**config.mk**
```make
export PLATFORM = sky130hd
export DESIGN_NAME = in_deser
export DESIGN_NICKNAME = d
export VERILOG_FILES = /design/src/rtl/audio_pkg.sv /design/src/rtl/ser2par.sv /design/src/rtl/in_deser.sv
export SDC_FILE = /design/constraint.sdc
export NUM_CORES = 1
export LEC_CHECK = 0
export CAP_MARGIN = 20
export CORE_MARGIN = 3
export CORE_UTILIZATION = 40
export CTS_CLUSTER_SIZE = 14
export DETAILED_ROUTE_END_ITERATION = 10
export GPL_ROUTABILITY_DRIVEN = 1
export GPL_TIMING_DRIVEN = 0
export PLACE_DENSITY_LB_ADDON = 0.1
export SETUP_SLACK_MARGIN = 0.05
export SKIP_LAST_GASP = 1
export SLEW_MARGIN = 10
export SYNTH_ARGS = -nofsm -noshare
export SYNTH_HDL_FRONTEND = slang
export SYNTH_SLANG_ARGS = --single-unit
```
**constraint.sdc**
```tcl
create_clock -name Sclk -period 2.4 [get_ports Sclk]
set_clock_uncertainty 0.2 [all_clocks]
set_input_delay 0.6 -clock Sclk [delete_from_list [all_inputs] [get_ports Sclk]]
set_output_delay 0.6 -clock Sclk [all_outputs]
set_load 0.01 [all_outputs]
```
**src/rtl/audio_pkg.sv**
```systemverilog
// Shared constants and FSM encoding for the audio input path.
package audio_pkg;
  localparam int SAMPLE_W = 16;
  localparam int ROWS     = 512;
  localparam int ZERO_RUN = 800;
  localparam int ROW_W    = 10;

  typedef enum logic [1:0] {
    ST_IDLE  = 2'd0,
    ST_RECV  = 2'd1,
    ST_WRITE = 2'd2
  } state_e;
endpackage

```
**src/rtl/ser2par.sv**
```systemverilog
// MSB-first serial-to-parallel shifter: keeps the previous W-1 bits and
// completes the word with the live serial bit, so the full word is ready on the last bit.
module ser2par #(
  parameter int W = 16
) (
  input  logic         Sclk,
  input  logic         Reset_n,
  input  logic         clear,
  input  logic         shift_en,
  input  logic         din,
  output logic [W-1:0] word
);
  logic [W-2:0] hist_r;

  assign word = {hist_r, din};

  // Shift history, cleared by reset or soft clear.
  always_ff @(posedge Sclk or negedge Reset_n) begin
    if (!Reset_n) begin
      hist_r <= '0;
    end else if (clear) begin
      hist_r <= '0;
    end else if (shift_en) begin
      hist_r <= word[W-2:0];
    end
  end
endmodule

```
**src/rtl/in_deser.sv**
```systemverilog
// Stereo input deserializer: assembles one L/R word per frame, writes it with a
// registered strobe at a circular row index, and sleeps after a long run of silent frames.
module in_deser #(
  parameter int SAMPLE_W = audio_pkg::SAMPLE_W,
  parameter int ROWS     = audio_pkg::ROWS,
  parameter int ZERO_RUN = audio_pkg::ZERO_RUN
) (
  input  logic                         Sclk,
  input  logic                         Reset_n,
  input  logic                         clear,
  input  logic                         Frame,
  input  logic                         InputL,
  input  logic                         InputR,
  output logic [SAMPLE_W-1:0]          DataL,
  output logic [SAMPLE_W-1:0]          DataR,
  output logic [audio_pkg::ROW_W-1:0]  row,
  output logic                         in_status,
  output logic                         sleep
);
  import audio_pkg::*;

  localparam int BCNT_W = $clog2(SAMPLE_W);
  localparam int IDX_W  = $clog2(ROWS);
  localparam int ZC_W   = $clog2(ZERO_RUN + 1);
  localparam logic [BCNT_W-1:0] LAST_BIT = BCNT_W'(SAMPLE_W - 1);
  localparam logic [IDX_W-1:0]  LAST_IDX = IDX_W'(ROWS - 1);
  localparam logic [ZC_W-1:0]   ZC_MAX   = ZC_W'(ZERO_RUN);

  state_e              state_r, state_s;
  logic [BCNT_W-1:0]   bcnt_r, bcnt_s;
  logic                shift_en_s, capture_s, zero_s, write_s;
  logic [SAMPLE_W-1:0] word_l_s, word_r_s;
  logic [SAMPLE_W-1:0] data_l_r, data_r_r;
  logic [ROW_W-1:0]    row_r;
  logic [IDX_W-1:0]    idx_r, idx_nxt_s;
  logic [ZC_W-1:0]     zcnt_r, zcnt_nxt_s;
  logic                in_status_r, sleep_r, written_r, zero_word_r;

  ser2par #(.W(SAMPLE_W)) u_ser_l (
    .Sclk(Sclk), .Reset_n(Reset_n), .clear(clear),
    .shift_en(shift_en_s), .din(InputL), .word(word_l_s)
  );

  ser2par #(.W(SAMPLE_W)) u_ser_r (
    .Sclk(Sclk), .Reset_n(Reset_n), .clear(clear),
    .shift_en(shift_en_s), .din(InputR), .word(word_r_s)
  );

  assign DataL     = data_l_r;
  assign DataR     = data_r_r;
  assign row       = row_r;
  assign in_status = in_status_r;
  assign sleep     = sleep_r;

  // Next state and bit counter; a Frame inside RECV restarts the word.
  always_comb begin
    state_s    = state_r;
    bcnt_s     = bcnt_r;
    shift_en_s = 1'b0;
    capture_s  = 1'b0;
    case (state_r)
      ST_IDLE: begin
        if (Frame) begin
          state_s = ST_RECV;
          bcnt_s  = '0;
        end else begin
          state_s = ST_IDLE;
        end
      end
      ST_RECV: begin
        if (Frame) begin
          bcnt_s = '0;
        end else begin
          shift_en_s = 1'b1;
          if (bcnt_r == LAST_BIT) begin
            capture_s = 1'b1;
            state_s   = ST_WRITE;
            bcnt_s    = '0;
          end else begin
            bcnt_s = bcnt_r + BCNT_W'(1);
          end
        end
      end
      ST_WRITE: begin
        bcnt_s = '0;
        if (Frame) begin
          state_s = ST_RECV;
        end else begin
          state_s = ST_IDLE;
        end
      end
      default: begin
        state_s = ST_IDLE;
        bcnt_s  = '0;
      end
    endcase
  end

  // Silent words arriving while asleep are counted but never written.
  assign zero_s  = (word_l_s == '0) && (word_r_s == '0);
  assign write_s = capture_s && !(sleep_r && zero_s);

  // Row wrap and saturating silence count, applied when leaving WRITE.
  always_comb begin
    idx_nxt_s  = '0;
    zcnt_nxt_s = '0;
    if (idx_r == LAST_IDX) begin
      idx_nxt_s = '0;
    end else begin
      idx_nxt_s = idx_r + IDX_W'(1);
    end
    if (!zero_word_r) begin
      zcnt_nxt_s = '0;
    end else if (zcnt_r == ZC_MAX) begin
      zcnt_nxt_s = ZC_MAX;
    end else begin
      zcnt_nxt_s = zcnt_r + ZC_W'(1);
    end
  end

  // FSM state register.
  always_ff @(posedge Sclk or negedge Reset_n) begin
    if (!Reset_n) begin
      state_r <= ST_IDLE;
      bcnt_r  <= '0;
    end else if (clear) begin
      state_r <= ST_IDLE;
      bcnt_r  <= '0;
    end else begin
      state_r <= state_s;
      bcnt_r  <= bcnt_s;
    end
  end

  // Registered outputs, row index and silence tracking.
  always_ff @(posedge Sclk or negedge Reset_n) begin
    if (!Reset_n) begin
      data_l_r    <= '0;
      data_r_r    <= '0;
      row_r       <= '0;
      idx_r       <= '0;
      zcnt_r      <= '0;
      in_status_r <= 1'b0;
      sleep_r     <= 1'b0;
      written_r   <= 1'b0;
      zero_word_r <= 1'b0;
    end else if (clear) begin
      row_r       <= '0;
      idx_r       <= '0;
      zcnt_r      <= '0;
      in_status_r <= 1'b0;
      sleep_r     <= 1'b0;
      written_r   <= 1'b0;
      zero_word_r <= 1'b0;
    end else begin
      in_status_r <= write_s;
      if (write_s) begin
        data_l_r <= word_l_s;
        data_r_r <= word_r_s;
        row_r    <= ROW_W'(idx_r);
      end
      if (capture_s) begin
        written_r   <= write_s;
        zero_word_r <= zero_s;
      end
      if (state_r == ST_WRITE) begin
        if (written_r) begin
          idx_r <= idx_nxt_s;
        end
        zcnt_r  <= zcnt_nxt_s;
        sleep_r <= (zcnt_nxt_s == ZC_MAX);
      end
    end
  end
endmodule

```
Yosys cells after proc, flatten, opt, wreduce, memory -nomap -nowiden
Index checks and enable logic that the tools add are counted.
- flip-flop bits (word level): 101
- bits of input ports: 6
- output and inout port bits: 44
- add/sub/neg operators: 3
- equal/unequal tests: 9
- multiplexer cells: 36
- bitwise logic cells: 1
- reduce and logical (&&, ||, !) cells: 16
- operators with widths (cell ; number):
    2-to-1 mux 10 bit ; 6
    2-to-1 mux 15 bit ; 4
    2-to-1 mux 9 bit ; 4
    zero test 16 bit ; 2
    equality test 10 bit (second input constant) ; 2
    2-to-1 mux 4 bit ; 4
    2-to-1 mux 1 bit ; 13
    adder 10 x 1 -> 10 bit (second input constant) ; 1
    nonzero test 2 bit ; 5
    adder 9 x 1 -> 9 bit (second input constant) ; 1
    equality test 9 bit (second input constant) ; 1
    inequality test 3 bit (second input constant) ; 3
    case mux 4 bit (2 select lines) ; 1
    2-to-1 mux 2 bit ; 3
    AND reduction 2 bit ; 3
    adder 4 x 1 -> 4 bit (second input constant) ; 1
    equality test 4 bit (second input constant) ; 1
    case mux 2 bit (2 select lines) ; 1
    logical AND 1 bit ; 3
    equality test 2 x 1 -> 1 bit (second input constant) ; 1
    equality test 2 bit (second input constant) ; 1
    zero test 2 bit ; 1
    OR reduction 2 bit ; 1
    zero test 1 bit ; 1
    inverter 1 bit ; 1

Depth between registers and ports, before layout
- depth in word-level cells: 7
- mapped depth: 10
- gate-level depth less buffers: 9

Cells and area by module
Synthesis repeated with hierarchy kept, for this count alone.
- cells, all modules: 377
- area, all modules: 4615.7 um^2
- by module, submodules not included (module ; instances ; cells an instance ; area each (um^2)):
    in_deser ; 1 ; 279 ; 3367.0
    ser2par ; 2 ; 49 ; 624.3

Least setup slack after synthesis
OpenSTA, ideal clock, no wires.
- path kind: reg2reg
- start: reg idx_r[0]
- end: reg idx_r[3]
- arrival time: 2365 ps
- required time: 2122 ps
- path slack: -243 ps
- cell stages (with the launch flop): 10
- buffers on the path: 1
- cell sequence: dfrtp_1 -> ha_1 -> and3_1 -> and3_1 -> and3_1 -> ha_1 -> clkbuf_1 -> or2_1 -> or3b_2 -> a21oi_1
- longest elaborated chain between the ends: 5
- elaborated cells on any way between the ends: 6
- ends and longest elaborated chain (what ; line ; RTL):
    from (decl) ; in_deser.sv:35 ; logic [IDX_W-1:0] idx_r, idx_nxt_s;
    from (signal assigned) ; in_deser.sv:168 ; idx_r <= idx_nxt_s;
    adder 9 x 1 -> 9 bit / equality test 9 bit (equally long branches) ; in_deser.sv:110, in_deser.sv:107 ;
    2-to-1 mux 9 bit (*) ; in_deser.sv:107 ; if (idx_r == LAST_IDX) begin
    2-to-1 mux 9 bit (*) ; in_deser.sv:167 ; if (written_r) begin
    2-to-1 mux 9 bit (*) ; in_deser.sv:166 ; if (state_r == ST_WRITE) begin
    2-to-1 mux 9 bit (*) ; in_deser.sv:147 ; end else if (clear) begin
Every way passes the cells marked *; elsewhere a longest branch is shown, timed or not. The select of a mux whose other input is x is not followed.
A chain may end at the register's enable or synchronous reset.

Final worst setup path
- start: reg idx_r[1]
- end: reg idx_r[3]
Same word-level chain as after synthesis.

==> out/metrics.yaml <==
status:
  status: "finished, final reports clean"
synth:
  synthesis.nets: 505
  ys_types: 49
  ys_seq_area_frac: 0.559
  synthArstFlopShare: 1.00
  synth_ff_type: "dfrtp_1"
  yosysWarnings: 0
  synth_seq_cells: 100
  synth_enable_flop_cells: 0
  syn_area_mm2: 0.00447
  syn_avg_cell_area_um2: 9.05
  syn_inst: 494
sta:
  max-slew-margin-rel: 0.608
  fmax_mhz: 438
  post-route-period-util: 0.952
  finalHoldViolCount: 0
  tightest_slew_ns: 0.589
  rsz0062_at_grt: "yes"
  finalSetupViolations: 0
  period_needed_ns: 2.28
  maxSlewViolCount: 0
route:
  avgViaCountPerCell: 5.24
  vias: 3700
  drt_first_pass_iters: 4
  ant_nets: 0
  wl_per_cell_um: 14.4
  drt_iter0_markers: 148
  drc: 0
  routed_wl_mm: 10.1
floorplanning:
  num_rows: 37
  core_area_mm2: 0.0106
  die_w_um: 112
  dieArea_mm2: 0.0125
  start_util: 0.422
  ios: 50
  dieHeight_um: 112
placed_design:
  port_buffers: 47
  hpwl_mm: 6.73
  dp.cells: 678
  finalWeightedCongestion: 0.819
setup_path:
  critPathMaxFanout: 6
  cp_data_arrival_time_ns: 2.38
  cp-start-kind: "flip-flop"
  reg2reg_slack_ns: 0.12
  path_delay_family: "simple AND/OR/NAND/NOR gates"
  cp_common_cell: "and3_4"
  worstSetupPathType: "reg2reg"
  path_cells: "ha_2 -> and3_4 -> and3_4 -> and3_4 -> ha_4 -> or2_4 -> or3b_4 -> a21oi_2"
  crit_path_top_delay_cell: "dfrtp_1"
  path_buf_inv: 0
  cp.required_ns: 2.49
  cp-end-kind: "flip-flop"
  cpPeakStageDelay_ns: 0.40
clock_network:
  clkTransAtPathRegs_ns: 0.10
  clk_latency_ns: 0.36
  htreeDepth: 3
  cts_sinks: 100
  cts_buffers: 9
  root_buffer: "clkbuf_8"
  clockBufferDepth: 2
  tritoncts: "yes"
grt:
  grt_max_degree: 81
  gr-total-overflow: 0
  grt_usage: 0.166
  grt_pass1_vias: 3579
  grt_pass1_wl_mm: 17.3
  antenna_found_initial: 0
final_layout:
  final_cell_count_no_fill: 706
  fin_util: 0.531
  antennaDiodeCount: 0
  finalNetCount: 577
  final_cell_mix: "nand2_1 (173), dfrtp_1 (100), a21oi_1 (45)"
  area_growth_pct: 25.8
  final_common_cell: "nand2_1"
  drive_gt1_frac: 0.125
min_path:
  min_path_type: "reg2reg"
power_and_ir_drop:
  pwr_density_cell_mw_per_mm2: 555
  power_mw: 3.12
  p_leak_nw: 2.59
  ir_drop_uv: 325
job:
  drv_cap: 0
==> power by group <==
group	total, mW	leakage, nW	switching [mW]	internal [mW]
combinational	0.116	1.08	0.0869	0.0293
sequential	1.69	1.40	0.00350	1.69
clock	1.32	0.120	0.594	0.723
total	3.12	2.59	0.685	2.44
==> worst register-to-register path, cell delays in order, from the launching register on <==
cell and delay, ns:
dfrtp_1 0.40, ha_2 0.20, and3_4 0.18, and3_4 0.17
and3_4 0.18, ha_4 0.15, or2_4 0.25, or3b_4 0.38
a21oi_2 0.12
==> registers in the layout, summed over array words and instances (netlist names) <==
name and flops:
u_ser_r.hist_r 15, u_ser_l.hist_r 15, row 9, DataR 16
zero_word_r 1, state_r 2, written_r 1, DataL 16
sleep 1, zcnt_r 10, bcnt_r 4, idx_r 9
in_status 1
==> cells in the mapped netlist (2+ instances only) <==
cell | number | area share
a31oi_1 | 4 | 0.0056
nand3_1 | 5 | 0.0056
or3_1 | 2 | 0.0028
nand4b_1 | 2 | 0.0039
or3b_2 | 3 | 0.0059
and2_1 | 2 | 0.0028
nand2b_1 | 4 | 0.0056
a32o_1 | 2 | 0.0045
clkbuf_1 | 15 | 0.013
dfrtp_1 | 100 | 0.56
nand4_1 | 5 | 0.0070
o21ai_0 | 9 | 0.010
and3_1 | 7 | 0.0098
o22ai_1 | 2 | 0.0028
inv_1 | 3 | 0.0025
buf_2 | 4 | 0.0045
nor2_1 | 35 | 0.029
a21oi_1 | 48 | 0.054
ha_1 | 5 | 0.014
nor4_1 | 9 | 0.013
o21ai_1 | 4 | 0.0045
xor2_1 | 2 | 0.0039
a22o_1 | 10 | 0.020
mux2i_1 | 5 | 0.011
nand2_1 | 173 | 0.15
buf_4 | 6 | 0.010
a21o_1 | 3 | 0.0050
nor3_1 | 4 | 0.0045
==> kinds of logic (layout without fill, tap and decap cells) <==
logic type	after synthesis	count (layout)	share of synthesized area
other cells	1	1	0.000838
buf+inv	32	108	0.0355
xor+xnor	3	3	0.00588
simple gates	261	261	0.256
compound gates	87	87	0.117
fa+ha+maj	5	5	0.0140
flops	100	100	0.559
mux	5	5	0.0112
==> stage by stage <==
| stage | area [um2] | hold WS, ns | worst slack (ns) | setup TNS [ns] |
|---|---|---|---|---|
| 2_1_floorplan | 4530 | 0.104 | 0.0297 | 0 |
| 3_3_place_gp | 5170 | 0.259 | -3.39 | -354.18 |
| 5_1_grt | 5630 | 0.305 | 0.0348 | 0 |
| 6_report | 5630 | 0.279 | 0.115 | 0 |
| 3_5_place_dp | 5200 | 0.261 | -0.446 | -15.53 |
| 4_1_cts | 5530 | 0.287 | 0.0454 | 0 |
==> repair_timing <==
item | CTS | global route
hold buffers | 1 | 0
gates resized for setup | 5 | 11
setup endpoints to repair | 41 | 46
pin swaps | 7 | 10
hold endpoints to repair | 20 | 0
cloned | 0 | 1
buffers inserted | 9 | 3
==> final cells by class <==
cell class	instances	area [um2]
Clock buffer	10	138
Timing Repair Buffer	62	622
Sequential cell	100	2500
Tap cell	136	170
Fill cell	1011	4970
Inverter	4	20.0
Clock inverter	5	109
Buffer	27	149
Multi-Input combinational cell	362	1920
==> worst paths after layout <==
check | startpoint | to | cells after the start
max in group asynchronous | Reset_n | DataR[9]$_DFFE_PN0P_ | 3
worst max register to register | idx_r[1]$_DFFE_PN0P_ | idx_r[3]$_DFFE_PN0P_ | 8
worst min register to register | DataL[8]$_DFFE_PN0P_ | DataL[8]$_DFFE_PN0P_ | 2
worst min-delay path | DataL[8]$_DFFE_PN0P_ | DataL[8]$_DFFE_PN0P_ | 2
worst max-delay path | idx_r[1]$_DFFE_PN0P_ | idx_r[3]$_DFFE_PN0P_ | 8
min in group asynchronous | Reset_n | idx_r[3]$_DFFE_PN0P_ | 2
==> routing by layer <==
layer	track usage	vias to the layer above	routed length, um
li1	-	1806	-
met1	0.248	1814	5130
met2	0.251	71	4560
met3	0.0359	9	350
met4	0.0349	0	96
met5	0	-	0
No activity file was read; power rests on OpenSTA's default activity.
